## src/rtl/inst_fetch_if.sv

```systemverilog
// Fetch-side bundle: instruction memory request/response, execute redirect,
// and the instruction handshake toward decode.
interface inst_fetch_if;
  logic        imem_req;
  logic [63:0] imem_addr;
  logic        imem_ack;
  logic [31:0] imem_rdata;
  logic        redirect;
  logic [63:0] redirect_pc;
  logic        inst_valid;
  logic [31:0] inst;
  logic [63:0] inst_pc;
  logic        id_ready;

  modport master (
    output imem_req, imem_addr, inst_valid, inst, inst_pc,
    input  imem_ack, imem_rdata, redirect, redirect_pc, id_ready
  );

  modport slave (
    input  imem_req, imem_addr, inst_valid, inst, inst_pc,
    output imem_ack, imem_rdata, redirect, redirect_pc, id_ready
  );
endinterface

```

## src/rtl/inst_fetch.sv

```systemverilog
// RISC-V instruction fetch: single-outstanding imem requests, a small {pc, inst}
// queue toward decode, and redirect handling that drops in-flight responses.
module inst_fetch #(
  parameter logic [63:0] RESET_PC = 64'h0,
  parameter int          QDEPTH   = 2
) (
  input logic          clk,
  input logic          rst,
  inst_fetch_if.master bus
);
  localparam int          PW   = $clog2(QDEPTH);
  localparam logic [PW:0] FULL = (PW+1)'(QDEPTH);
  localparam logic [PW:0] ONE  = (PW+1)'(1);
  localparam logic [31:0] NOP  = 32'h00000013;

  typedef enum logic [1:0] {IDLE, BUSY, DISCARD} state_t;

  state_t        state, state_n;
  logic          req, req_n;
  logic [63:0]   addr, addr_n;
  logic [63:0]   fetch_pc, fetch_pc_n;
  logic [63:0]   pend_pc, pend_pc_n;
  logic [PW:0]   count, count_n;
  logic [PW-1:0] wr_ptr, rd_ptr;
  logic [63:0]   q_pc   [QDEPTH];
  logic [31:0]   q_inst [QDEPTH];
  logic          push, pop, flush, ack, head_valid;
  logic [63:0]   rpc;
  logic [PW:0]   post_pop, post_push_pop;

  assign rpc           = {bus.redirect_pc[63:2], 2'b00};
  assign ack           = req & bus.imem_ack;
  assign head_valid    = (count != '0);
  assign pop           = head_valid & bus.id_ready & ~flush;
  assign post_pop      = count - (head_valid & bus.id_ready ? ONE : '0);
  assign post_push_pop = post_pop + ONE;

  // Next-state: redirect dominates push/pop; a request is never withdrawn before its ack.
  always_comb begin
    state_n    = state;
    req_n      = req;
    addr_n     = addr;
    fetch_pc_n = fetch_pc;
    pend_pc_n  = pend_pc;
    push       = 1'b0;
    flush      = 1'b0;
    case (state)
      IDLE: begin
        if (bus.redirect) begin
          flush   = 1'b1;
          req_n   = 1'b1;
          addr_n  = rpc;
          state_n = BUSY;
        end else if (post_pop < FULL) begin
          req_n   = 1'b1;
          addr_n  = fetch_pc;
          state_n = BUSY;
        end
      end
      BUSY: begin
        if (bus.redirect) begin
          flush = 1'b1;
          if (ack) begin
            addr_n = rpc;
          end else begin
            pend_pc_n = rpc;
            state_n   = DISCARD;
          end
        end else if (ack) begin
          push       = 1'b1;
          fetch_pc_n = addr + 64'd4;
          if (post_push_pop < FULL) begin
            addr_n = addr + 64'd4;
          end else begin
            req_n   = 1'b0;
            state_n = IDLE;
          end
        end
      end
      DISCARD: begin
        flush = bus.redirect;
        if (ack) begin
          addr_n  = bus.redirect ? rpc : pend_pc;
          state_n = BUSY;
        end else if (bus.redirect) begin
          pend_pc_n = rpc;
        end
      end
      default: begin
        req_n   = 1'b0;
        state_n = IDLE;
      end
    endcase
  end

  always_comb begin
    if (flush) count_n = '0;
    else       count_n = count + (push ? ONE : '0) - (pop ? ONE : '0);
  end

  always_ff @(posedge clk or posedge rst) begin
    if (rst) begin
      state    <= IDLE;
      req      <= 1'b0;
      addr     <= RESET_PC;
      fetch_pc <= RESET_PC;
      count    <= '0;
      wr_ptr   <= '0;
      rd_ptr   <= '0;
    end else begin
      state    <= state_n;
      req      <= req_n;
      addr     <= addr_n;
      fetch_pc <= fetch_pc_n;
      count    <= count_n;
      if (flush) begin
        wr_ptr <= '0;
        rd_ptr <= '0;
      end else begin
        if (push) wr_ptr <= wr_ptr + PW'(1);
        if (pop)  rd_ptr <= rd_ptr + PW'(1);
      end
    end
  end

  // Queue storage and pending pc carry no reset; occupancy gates their visibility.
  always_ff @(posedge clk) begin
    pend_pc <= pend_pc_n;
    if (push) begin
      q_pc[wr_ptr]   <= addr;
      q_inst[wr_ptr] <= bus.imem_rdata;
    end
  end

  assign bus.imem_req   = req;
  assign bus.imem_addr  = addr;
  assign bus.inst_valid = head_valid;
  assign bus.inst       = head_valid ? q_inst[rd_ptr] : NOP;
  assign bus.inst_pc    = head_valid ? q_pc[rd_ptr]   : 64'h0;
endmodule

```

## src/flat_wrapper.sv

```systemverilog
// flat-port wrapper written by rule: the top's interface ports become plain ports
module inst_fetch_flat 
#(
  parameter logic [63:0] RESET_PC = 64'h0,
  parameter int          QDEPTH   = 2
)
  (clk, rst, bus_imem_req, bus_imem_addr, bus_inst_valid, bus_inst, bus_inst_pc, bus_imem_ack, bus_imem_rdata, bus_redirect, bus_redirect_pc, bus_id_ready);
  inst_fetch_if bus_i ();
  input logic clk;
  input logic rst;
  output wire logic [$bits(bus_i.imem_req)-1:0] bus_imem_req;
  output wire logic [$bits(bus_i.imem_addr)-1:0] bus_imem_addr;
  output wire logic [$bits(bus_i.inst_valid)-1:0] bus_inst_valid;
  output wire logic [$bits(bus_i.inst)-1:0] bus_inst;
  output wire logic [$bits(bus_i.inst_pc)-1:0] bus_inst_pc;
  input wire logic [$bits(bus_i.imem_ack)-1:0] bus_imem_ack;
  input wire logic [$bits(bus_i.imem_rdata)-1:0] bus_imem_rdata;
  input wire logic [$bits(bus_i.redirect)-1:0] bus_redirect;
  input wire logic [$bits(bus_i.redirect_pc)-1:0] bus_redirect_pc;
  input wire logic [$bits(bus_i.id_ready)-1:0] bus_id_ready;
  assign bus_imem_req = bus_i.imem_req;
  assign bus_imem_addr = bus_i.imem_addr;
  assign bus_inst_valid = bus_i.inst_valid;
  assign bus_inst = bus_i.inst;
  assign bus_inst_pc = bus_i.inst_pc;
  assign bus_i.imem_ack = bus_imem_ack;
  assign bus_i.imem_rdata = bus_imem_rdata;
  assign bus_i.redirect = bus_redirect;
  assign bus_i.redirect_pc = bus_redirect_pc;
  assign bus_i.id_ready = bus_id_ready;
  inst_fetch #(.RESET_PC(RESET_PC), .QDEPTH(QDEPTH)) u_core (.clk(clk), .rst(rst), .bus(bus_i));
endmodule
```

## config.mk

```make
export PLATFORM = sky130hd
export DESIGN_NAME = inst_fetch_flat
export DESIGN_NICKNAME = d
export VERILOG_FILES = /design/src/rtl/inst_fetch_if.sv /design/src/rtl/inst_fetch.sv /design/src/flat_wrapper.sv
export SDC_FILE = /design/constraint.sdc
export NUM_CORES = 1
export LEC_CHECK = 0
export CORE_ASPECT_RATIO = 1.75
export CORE_MARGIN = 5
export CORE_UTILIZATION = 31
export DETAILED_ROUTE_END_ITERATION = 12
export SLEW_MARGIN = 20
export SYNTH_ARGS = -nofsm -noshare
export SYNTH_HDL_FRONTEND = slang
export SYNTH_SLANG_ARGS = --single-unit
```

## constraint.sdc

```tcl
create_clock -name clk -period 7.4 [get_ports clk]
set_clock_uncertainty 0.15 [all_clocks]
set_input_delay 0.74 -clock clk [delete_from_list [all_inputs] [get_ports clk]]
set_output_delay 0.74 -clock clk [all_outputs]
set_load 0.05 [all_outputs]
```

**Word level (Yosys, flattened, before mapping)**

Memories as Yosys holds them, arrays and structs flattened.
Cells that the tools add are included.
W data, S select, Z words.

- Bits in registers: 199
- Memory bits (writable): 192
- Bits of input ports: 101
- Output and inout port bits: 162
- Logic and storage cells: 95
- Memories: 2

Memories:

| name | words | bits a word | rd ports | clocked after Yosys merged registers in | wr ports | RTL line | text |
|---|---|---|---|---|---|---|---|
| u_core.q_pc | 2 | 64 | 1 | 0 | 1 | inst_fetch.sv:25 | `logic [63:0] q_pc [QDEPTH];` |
| u_core.q_inst | 2 | 32 | 1 | 0 | 1 | inst_fetch.sv:26 | `logic [31:0] q_inst [QDEPTH];` |

- $add $sub $neg: 7
- Order comparisons: 2
- Eq/ne operators: 14
- Muxes and demuxes: 44
- Bitwise logic cells: 6
- Reduce and logical (&&, ||, !) cells: 12

Operators by type and width:

| operator | number |
|---|---|
| $mux W64 | 12 |
| $pmux W64 S3 | 1 |
| $pmux W64 S2 | 1 |
| $add A64 B3 Y64 const B | 1 |
| $mux W32 | 1 |
| $mux W1 | 18 |
| $mux W2 | 8 |
| $reduce_and A5 Y1 | 3 |
| $ne A2 B2 Y1 const B | 5 |
| $ne A3 B2 Y1 const B | 3 |
| $reduce_bool A2 Y1 | 4 |
| $ne A3 B3 Y1 const B | 2 |
| $pmux W2 S3 | 1 |
| $lt A2 B2 Y1 const B | 2 |
| $ne A2 B1 Y1 const B | 2 |
| $reduce_and A4 Y1 | 1 |
| $sub A2 B2 Y2 | 2 |
| $and A1 B1 Y1 | 3 |
| $not A1 Y1 | 3 |
| $pmux W1 S3 | 1 |
| $reduce_and A3 Y1 | 1 |
| $reduce_bool A3 Y1 | 1 |
| $add A1 B1 Y1 const B | 2 |
| $add A2 B1 Y2 const B | 1 |
| other kinds (6) | 6 |

**Longest topological paths before layout**

- Depth in word-level cells: 10
- Mapped depth: 13
- Depth with buffers taken out: 11

**Worst setup path before layout**

No wires, ideal clock.

- Path kind: register -> register
- Start point: register u_core.state[0]
- End point: register u_core.pend_pc[0] (enable)
- Library setup time: 584 ps
- Arrival: 6290 ps
- Required time: 6666 ps
- Slack: 376 ps
- Cell stages (with the launch flop): 7
- Buffers on the path: 3
- Period minus slack after synthesis: 7024 ps
- Path through: dfrtp_1 -> inv_1 -> ha_1 -> clkbuf_1 -> clkbuf_1 -> clkbuf_1 -> a21boi_0

- Cells in the longest elaborated chain, start to end: 3
- Elaborated cells between the ends (all ways): 7
- Classes of those cells: eq/ne (5); reduce/logical (2)

Ends and longest elaborated chain:

| what | RTL line | text |
|---|---|---|
| start, declared | inst_fetch.sv:18 | `state_t state, state_n;` |
| start signal, assigned | inst_fetch.sv:111 | `state <= state_n;` |
| $eq A2 B2 Y1 / $eq A2 B1 Y1 (equally long branches) | inst_fetch.sv:47 | `case (state)` |
| $ne A2 B2 Y1 (no source line) / $reduce_bool A2 Y1 (equally long branches) | -- |  |
| $reduce_and A4 Y1 (no source line) (*) | -- |  |
| end signal, assigned | inst_fetch.sv:128 | `pend_pc <= pend_pc_n;` |
| end, declared | inst_fetch.sv:22 | `logic [63:0] pend_pc, pend_pc_n;` |

Mark *: on every way between the ends. The rest lies on a longest branch, timed or not.
A chain may end at the register's enable or synchronous reset.

**Final worst setup path**

- Start point: register u_core.count[1]
- End point: register u_core.addr[56], in the netlist u_core.bus.imem_addr[56]

- Cells in the longest elaborated chain, start to end: 8
- Elaborated cells between the ends (all ways): 10
- Classes of those cells: add/sub (2); order compare (2); eq/ne (2); mux (1); bitwise (1); reduce/logical (2)

Ends and longest elaborated chain:

| what | RTL line | text |
|---|---|---|
| start, declared | inst_fetch.sv:23 | `logic [PW:0] count, count_n;` |
| start signal, assigned | inst_fetch.sv:115 | `count <= count_n;` |
| $reduce_bool A2 Y1 | inst_fetch.sv:33 | `assign head_valid = (count != '0);` |
| $and A1 B1 Y1 | inst_fetch.sv:35 | `assign post_pop = count - (head_valid & bus.id_ready ? ONE : '0);` |
| $mux W1 | inst_fetch.sv:35 |  |
| $sub A2 B2 Y2 (*) | inst_fetch.sv:35 |  |
| $add A2 B1 Y2 | inst_fetch.sv:36 | `assign post_push_pop = post_pop + ONE;` |
| $lt A2 B2 Y1 | inst_fetch.sv:72 | `if (post_push_pop < FULL) begin` |
| $ne A3 B2 Y1 (no source line) | -- |  |
| $reduce_and A5 Y1 (no source line) (*) | -- |  |
| end signal, assigned | inst_fetch.sv:113 | `addr <= addr_n;` |
| end, declared | inst_fetch.sv:20 | `logic [63:0] addr, addr_n;` |

Marks and branches as above.

==> results by group <==
Placed design
  – HPWL after detailed placement: 39900 µm
  – Number of port buffers: 260
  – Routability congestion estimate: 0.840
  – Worst slack, placed: 2740 ps
  – Placed cells: 2664

CTS
  – Total clock sinks: 391
  – Clk buf depth: 3
  – Resize count post-CTS: 0
  – CTS tree: yes
  – CTS clk-pin slew, worst paths: approximately 70 ps
  – Root Driver: sky130_fd_sc_hd__clkbuf_16
  – Post-CTS Hold Fix Bufs: 0
  – Count of buffers added by post-CTS timing repair for setup: 0
  – Count of H-tree levels built during CTS: 2
  – Total CTS buffers: 37
  – Later-pin clock latency in the skew report: 560 ps

Drt
  – Remaining design rule violation count: 0
  – First-pass detailed-route iteration total: 6
  – Avg Vias per Cell: around 5.3
  – Total Wirelength: 60400 µm
  – Routed vias: 14412
  – Wire length per cell after detailed routing: between 20 and 25 µm
  – Detailed Route Iter0 Violations: 990
  – Number of nets still failing antenna checks after routing: 0

Timing
  – Maximum achievable frequency: 218 MHz
  – Final hold violation count: 0
  – Headroom to the max-slew limit: 29.9%
  – Setup repair after global routing missed its margin: no
  – Worst-case setup margin in the final layout: 2820 ps
  – Final period utilization: 61.9%
  – Post-route minimum period: 4580 ps
  – Slew at the pin closest to its max-slew limit: 1050 ps
  – Finish-stage setup viols: 0
  – Fin. max-slew vios: 0
  – Setup TNS Final: 0 ps

Critical path
  – CP Capture Type: register
  – Crit start category: register
  – Reg2reg start: u_core.count[1]
  – CP dominant cell by count: sky130_fd_sc_hd__inv_1
  – FF-to-FF End: u_core.bus.imem_addr[56]
  – Flop2flop setup slack: 2820 ps
  – Crit-path slowest cell: sky130_fd_sc_hd__nor2_1
  – Worst R2R Path Depth: 12
  – Critical path data arrival time: 4860 ps
  – Crit path required time: about 7700 ps
  – Crit-path cells: nor2_4 > inv_1 > nand2_1 > inv_1 > ha_1 > xor2_1 > a311o_1 > or2_2 > buf_4 > nor2_1 > a221o_1 > a21oi_1
  – Maximum fanout count along the critical path: 50
  – Startpoint-to-endpoint class of the critical path: reg -> reg
  – Crit-path max cell delay: 810 ps

Global routing
  – Wire length of the first global-routing pass: approximately 90000 µm
  – Vias in the first global route: 14453
  – Overflow left after global routing: 0
  – Largest net degree at the start of global routing: 90
  – Initial antenna violation count: 7
  – GRT Resource Usage Total: 17.7%

Layout
  – Proportion of layout cells with a drive suffix above 1: 6.99%
  – Number of nets in the finished design: 2027
  – Area overhead of the layout relative to synthesis: 24.6%
  – Final standard cell count with taps included and fillers excluded: 2737

Floorplanning
  – Starting Density: 31.2%
  – Area of the core: 60000 µm²
  – Die Y: 335 µm
  – Die W: 196 µm
  – Total number of placement rows: 119
  – DIE AREA: 65600 µm²
  – Count of pins on the block boundary: roughly 260

Yosys
  – Async set-or-reset flop fraction in the synthesized netlist: about a third
  – Number of warnings issued by yosys: 0
  – Synthesized area: around 19000 µm²
  – Seq/Total Area, Yosys: between 50% and 60%
  – Number of flops mapped to enable cells by yosys: 256
  – Post-synthesis cell type count: 73
  – Number of register bits inferred by synthesis: 391
  – Average footprint of a synthesized cell: around 11 µm²
  – Most instantiated flip-flop cell in the synthesis netlist: sky130_fd_sc_hd__edfxtp_1
  – Cell count after synthesis: about 1700
  – Syn_nets: approximately 1800

Flow run
  – Max-cap viol count: 0

Min path
  – Worst hold path startpoint: u_core.fetch_pc[0]
  – Class of the tightest hold or removal check: reg -> reg
  – Capture endpoint of the worst hold path: u_core.fetch_pc[0]
  – Number of stages on the worst hold path: 2

Power and ir drop
  – Power density of the placed cells: between 400 and 500 nW/µm²
  – Worst-case vdd ir drop: 0.322 mV
  – Leakage power figure: 0.00844 µW

Run status
  – Run status: finished clean
per-layer routing:
metal | global-route usage, % | part of all wire [%]
met2 | 32.4 | 53
met4 | 8.53 | 4.5
met3 | 2.92 | 6.0
met5 | 0 | 0.035
met1 | 19.8 | 37
critical path, delay by kind of cell (launching register included):
family                   cells  cell delay [ps]
buffers and inverters        3              620
AO/OA/AOI/OAI                3              790
XOR/XNOR                     1              170
AND/OR/NAND/NOR              4             2030
flip-flops                   1              460
adder cells (fa/ha/maj)      1              220
per-stage QoR:
stage          utilization, %  instance area [µm²]  hold slack (ps)  power (µW)
6_report                 38.9                23300              328       11000
5_1_grt                  38.9                23300              352       11600
4_1_cts                  38.9                23300              324       11100
3_5_place_dp             36.7                22000              309        9060
3_3_place_gp             36.7                22000              302        8940
2_1_floorplan               -                18700              284        7210
cell type report:
| cell class | instances | area, µm² |
|---|---|---|
| Antenna cell | 6 | 15.0 |
| Clock buffer | 50 | 1070 |
| Clock inverter | 17 | 219 |
| Fill cell | 5723 | 36700 |
| Inverter | 27 | 106 |
| Multi-Input combinational cell | 1179 | 7130 |
| Sequential cell | 391 | 11100 |
| Tap cell | 786 | 983 |
| Timing Repair Buffer | 281 | 2760 |
flip-flops by register name, indices dropped and copies added (netlist names), 2 cells and up:
signal / count
u_core.q_pc: 128
u_core.bus.imem_addr: 64
u_core.fetch_pc: 64
u_core.pend_pc: 64
u_core.q_inst: 64
u_core.count: 2
u_core.state: 2
cell usage after synthesis, drive strengths merged (21+ instances only):
cell type	number	area share, %
and3	21	0.72
a221oi	26	1.2
inv	26	0.52
clkbuf	94	2.2
buf	21	0.51
nand4	23	0.88
mux2i	107	5.7
edfxtp	256	41
nand3	30	0.87
xnor2	37	1.7
dfrtp	135	18
nand2	319	6.4
a21oi	54	1.4
xor2	21	0.98
o21ai	96	2.6
nor2	183	3.7
logic make-up (layout without fill, tap and decap cells):
group / count (synthesis) / count (layout) / synth area share, %
mux: 122 / 122 / 6.62
other cells: 0 / 6 / 0
compound gates: 323 / 323 / 11.6
buf+inv: 142 / 375 / 3.26
simple gates: 666 / 666 / 16.0
fa+ha+maj: 9 / 9 / 0.601
flops: 391 / 391 / 59.1
xor+xnor: 59 / 59 / 2.84
layout by cell type, fill, tap and decap left out, types with 7 or more instances in the layout:
master                            netlist  routed
sky130_fd_sc_hd__dfrtp_1              135     134
sky130_fd_sc_hd__xnor2_1               37      37
sky130_fd_sc_hd__o21ai_0               91      91
sky130_fd_sc_hd__and3_1                18      18
sky130_fd_sc_hd__a221oi_1              26      26
sky130_fd_sc_hd__buf_4                  2      21
sky130_fd_sc_hd__xor2_1                21      21
sky130_fd_sc_hd__mux2i_1              107     107
sky130_fd_sc_hd__a31oi_1               12      12
sky130_fd_sc_hd__a221o_1               10      10
sky130_fd_sc_hd__o22ai_1               12      12
sky130_fd_sc_hd__nand3_1               29      28
sky130_fd_sc_hd__a21oi_1               54      54
sky130_fd_sc_hd__nor3_1                15      15
sky130_fd_sc_hd__clkdlybuf4s50_1        0     259
sky130_fd_sc_hd__nand4_1               21      21
sky130_fd_sc_hd__and4_1                 9       9
sky130_fd_sc_hd__clkinv_2               0       8
sky130_fd_sc_hd__nor4_1                 9       9
sky130_fd_sc_hd__inv_1                 26      25
sky130_fd_sc_hd__mux2_2                15      15
sky130_fd_sc_hd__nor2b_1               14      13
sky130_fd_sc_hd__a222oi_1              13      13
sky130_fd_sc_hd__o31ai_1               13      13
sky130_fd_sc_hd__edfxtp_1             256     256
sky130_fd_sc_hd__nand2_1              319     318
sky130_fd_sc_hd__nor2_1               182     177
sky130_fd_sc_hd__clkbuf_16              0      40
sky130_fd_sc_hd__and2_1                17      16
sky130_fd_sc_hd__clkbuf_1              88       7
sky130_fd_sc_hd__a211oi_1              16      16
sky130_fd_sc_hd__ha_1                   9       8
sky130_fd_sc_hd__a2111oi_0              7       7
sky130_fd_sc_hd__a22oi_1                7       7
report_power, final:
group / internal [µW] / switching (µW) / total, µW
Combinational: 1730 / 3360 / 5090
Sequential: 3130 / 761 / 3890
Clock: 1190 / 849 / 2040
Total: 6050 / 4970 / 11000
worst max path at each step:
stage                               start                        to  slack (ps)  cells past startpoint
after floorplan           u_core.state[0]         u_core.pend_pc[0]         380                      6
after global placement    u_core.count[1]  u_core.bus.imem_addr[56]        2740                     12
after detailed placement  u_core.count[1]  u_core.bus.imem_addr[56]        2740                     12
after CTS                 u_core.count[1]  u_core.bus.imem_addr[56]        2720                     12
after global routing      u_core.count[1]  u_core.bus.imem_addr[56]        2520                     12
final                     u_core.count[1]  u_core.bus.imem_addr[56]        2820                     12
Note: power is estimated with default switching activity, not from simulation.
